File: src/rtl/qu_busy_table.sv
// qu_busy_table
//   Per-physical-register busy-bit table. A set bit means the physical
//   register is still waiting for its result. Bits are set at rename and
//   cleared at writeback through two write ports. Two read ports look up
//   operand readiness.
//
// Ports
//   clk                 rising-edge clock
//   rst                 synchronous, active-high reset (clears every bit)
//   rd1_addr / rd1_out  read port 1: index in, busy bit out (combinational)
//   rd2_addr / rd2_out  read port 2: index in, busy bit out (combinational)
//   wr1_en/addr/in      write port 1: value stored at the next rising edge
//   wr2_en/addr/in      write port 2: same, wins over wr1 on an equal index
//
// Handshake: none. The enables qualify a single cycle, and every port is
// always ready. No valid/ready pair exists on this block.
//
// Configuration
//   QU_BUSY_TABLE_BYPASS_EN  when defined, each read port forwards same-cycle
//                            writes (wr2 first, then wr1) ahead of the stored
//                            bit. rst does not gate this forwarding path.
//                            When undefined, reads see stored state only.

module qu_busy_table #(
  parameter int PHY_RF_DEPTH = 64
) (
  input  logic                            clk,
  input  logic                            rst,
  input  logic [$clog2(PHY_RF_DEPTH)-1:0] rd1_addr,
  output logic                            rd1_out,
  input  logic [$clog2(PHY_RF_DEPTH)-1:0] rd2_addr,
  output logic                            rd2_out,
  input  logic                            wr1_en,
  input  logic [$clog2(PHY_RF_DEPTH)-1:0] wr1_addr,
  input  logic                            wr1_in,
  input  logic                            wr2_en,
  input  logic [$clog2(PHY_RF_DEPTH)-1:0] wr2_addr,
  input  logic                            wr2_in
);

  logic [PHY_RF_DEPTH-1:0] busy_q;
  logic [PHY_RF_DEPTH-1:0] busy_d;

  // wr2 is applied after wr1, so on an equal index wr2_in is the value kept.
  always_comb begin
    busy_d = busy_q;
    if (wr1_en) busy_d[wr1_addr] = wr1_in;
    if (wr2_en) busy_d[wr2_addr] = wr2_in;
  end

  // Reset beats any write that is asserted in the same cycle.
  always_ff @(posedge clk) begin
    if (rst) busy_q <= '0;
    else     busy_q <= busy_d;
  end

`ifdef QU_BUSY_TABLE_BYPASS_EN
  always_comb begin
    rd1_out = busy_q[rd1_addr];
    if (wr1_en && (wr1_addr == rd1_addr)) rd1_out = wr1_in;
    if (wr2_en && (wr2_addr == rd1_addr)) rd1_out = wr2_in;
  end

  always_comb begin
    rd2_out = busy_q[rd2_addr];
    if (wr1_en && (wr1_addr == rd2_addr)) rd2_out = wr1_in;
    if (wr2_en && (wr2_addr == rd2_addr)) rd2_out = wr2_in;
  end
`else
  assign rd1_out = busy_q[rd1_addr];
  assign rd2_out = busy_q[rd2_addr];
`endif

endmodule

File: config.mk
export PLATFORM = sky130hd
export DESIGN_NAME = qu_busy_table
export DESIGN_NICKNAME = d
export VERILOG_FILES = /design/src/rtl/qu_busy_table.sv
export SDC_FILE = /design/constraint.sdc
export NUM_CORES = 1
export LEC_CHECK = 0
export CAP_MARGIN = 20
export CORE_MARGIN = 5
export CORE_UTILIZATION = 45
export DETAILED_ROUTE_END_ITERATION = 12
export DONT_BUFFER_PORTS = 1
export GPL_ROUTABILITY_DRIVEN = 1
export PLACE_DENSITY = 0.58
export SYNTH_ARGS = -nofsm -noshare
export SYNTH_HDL_FRONTEND = slang
export SYNTH_SLANG_ARGS = --single-unit
File: constraint.sdc
create_clock -name clk -period 2 [get_ports clk]
set_input_delay 0.1 -clock clk [delete_from_list [all_inputs] [get_ports clk]]
set_output_delay 0.1 -clock clk [all_outputs]
set_load 0.02 [all_outputs]
==> flow_summary.yaml <==
cells_and_area:
  multi_input_area_um2: 3370
  reg_top3: "busy_q x64"
  nets: 605
  nFillCells: 1021
  seqCellArea_um2: 1290
  regMostFlops: "busy_q"
  area_growth_pct: 7.57
  largest_reg_flops: 64
  utilization_pct: 50.0
  num_antenna_cells: 0
  drive_above_1_share_pct: 14.4
synthesis:
  syn_area_um2: 4840
  synthMuxAreaShare_pct: 23.2
  synth-xor-area-share_pct: 0
  post-synth-top-count-cell: "nand2_1"
  synth.area.top_cells: "dfxtp_1 26%, mux4_2 12%, nand2_1 9.6%"
  yosys_warnings: 0
  synthSimpleGateAreaFrac_pct: 30.5
  synth-edff-count: 0
  syn_inst: 603
  synth_compound_area_share_pct: 14.7
  synthAdderAreaFrac_pct: 0
  ys.flop_type: "dfxtp_1"
  ys_top_cells_by_count: "124 x nand2_1, 93 x nor2_1, 64 x dfxtp_1, 41 x clkbuf_1, 34 x mux2i_1"
  syn_nets: 633
  ys_seq_elements: 64
  syn_avg_cell_area_um2: 8.03
  synth_top_family_by_area: "simple AND/OR/NAND/NOR gates"
  ys_seq_area_share_pct: 26.5
  async_reset_ff_share_pct: 0
  synth_top_area_share_pct: 26.5
  synth.distinct_cells: 49
  yosys.area.top_type: "dfxtp_1"
global_routing:
  use_met2_pct: 41.7
  grt_max_degree: 65
  grt_pass1_vias: 4350
  overflow: 0
  grt_pass1_wl_mm: 25.7
  antenna_found_initial: 0
  use_met1_pct: 34.7
  grtUsageTotal_pct: 26.3
  met3_usage_pct: 7.85
  busiest_layer: "met2"
floorplanning:
  die_x_um: 114
  dieArea_um2: 12900
  initial_utilization_pct: 46.5
  fp.dieH_um: 114
  rows: 37
  io_pins: 32
  core_um2: 10400
routing:
  wl_per_cell_um: 23.5
  wl_mm: 16.8
  drt-initial-drc-count: 428
  ant_nets: 0
  via_count: 4720
  via_per_inst: 6.62
  route.detailed.drc: 0
  dr.pass1.iters: 5
outcome:
  outcome: "complete, but fails checks"
  failed_checks: "negative setup slack"
timing:
  hold-worst-slack_ns: 0.00409
  hold_viol_final: 0
  period_share_pct: 114
  skew_ns: 0
  tns_ns: -0.287
  grt_setup_unrepaired: "yes"
  fmax_mhz: 437
  setup_viol: 1
  fin_crit_ns: 2.29
  slew_violations: 0
  layout_setup_ws_ns: -0.287
  maxSlewHeadroom_pct: 57.6
  tightest_slew_ns: 0.635
clock_network:
  insertion_delay_ns: 0.36
  cts_sinks: 64
  cts_buffers: 9
  cts-root-buf: "clkbuf_8"
  clk_pin_slew_ns: 0.06
  cts_setup_buffers: 0
  cts_tree: "done"
  htreeDepth: 3
  cts_buffer_depth: 2
setup_path:
  crit_fanout: 3
  r2r_cells: 3
  crit_arrival_ns: 2.19
  start_kind: "flip-flop"
  end_kind: "output pin"
  path_class: "reg -> out"
  crit_required_ns: 1.90
place:
  io_buffers: 0
  dp_hpwl_mm: 10.4
  gp_congestion: 0.852
power:
  p_per_area_nw_per_um2: 495
  irDropWorstVdd_uv: 299
  power.leakage_nw: 1.65
hold_path:
  holdPathStages: 2
  hold_path.class: "in -> reg"
job:
  maxCapViolations: 0
==> where the power goes <==
group,internal [W],total [W],leakage [nW],switching (W)
clock network,0.000425,0.000945,0.0749,0.000519
logic,0.000144,0.000336,1.06,0.000191
registers,0.00129,0.00130,0.518,0.0000106
total,0.00186,0.00258,1.65,0.000721
==> layout by cell type (no fill, tap or decap), types with 7 or more instances in the layout <==
| master | n |
|---|---|
| nand2_1 | 124 |
| nor2_1 | 93 |
| dfxtp_1 | 60 |
| mux2i_1 | 34 |
| a211oi_1 | 32 |
| a311oi_1 | 32 |
| mux4_2 | 29 |
| nand3_1 | 25 |
| buf_4 | 17 |
| o21ai_0 | 16 |
| clkbuf_8 | 9 |
| nor3_1 | 8 |
| nor2b_1 | 7 |
| nand2b_1 | 7 |
==> layer usage <==
metal  wire length [um]  part of all wire (%)
met3               1540                   9.2
met4                423                   2.5
met1               6950                    41
met5                  0                     0
met2               7860                    47
==> cell type report <==
class	count	share of cell area, %
flip-flops and latches	64	24.7
clock buffers	11	2.52
repair buffers	23	4.47
well taps	136	3.27
clock inverters	2	0.192
inverters	1	0.0721
multi-input cells	476	64.8
==> metrics by stage <==
stage | area [um^2] | power [W] | setup slack, ns | instances
global placement | 4930 | 0.00157 | 0.0900 | 694
CTS | 5180 | 0.00257 | -0.291 | 713
finish | 5210 | 0.00258 | -0.287 | 713
global route | 5210 | 0.00266 | -0.323 | 713
floorplan | 4840 | 0.00161 | 0.167 | 603
detailed placement | 4930 | 0.00157 | 0.0503 | 694
==> path summary, 6_finish.rpt <==
path                      to  slack [ns]       start
setup / recovery     rd2_out       -0.29  busy_q[23]
hold / removal     busy_q[2]       0.004      wr1_in
setup reg to reg  busy_q[41]        0.73  busy_q[41]
hold reg to reg   busy_q[18]        0.50  busy_q[18]
==> logic make-up (layout without fill, tap and decap cells) <==
family | count (synthesis) | after routing
AND/OR/NAND/NOR | 314 | 314
AO/OA/AOI/OAI | 94 | 94
multiplexers | 68 | 68
flip-flops | 64 | 64
buffers and inverters | 63 | 37
==> critical path, cell delays in order, from the launching register on <==
cell and delay [ns]:
dfxtp_2 0.33, mux4_2 0.48, mux4_2 0.52, or2_0 0.22, a32o_2 0.28
==> timing repair <==
action                                  4_1_cts  5_1_grt
endpoints found under the setup margin        2        2
gates resized for setup                       6        8
pin swaps                                     1        1
hold buffers                                  6        0
hold endpoints to repair                     64        0
No activity file was read; power rests on OpenSTA's default activity.
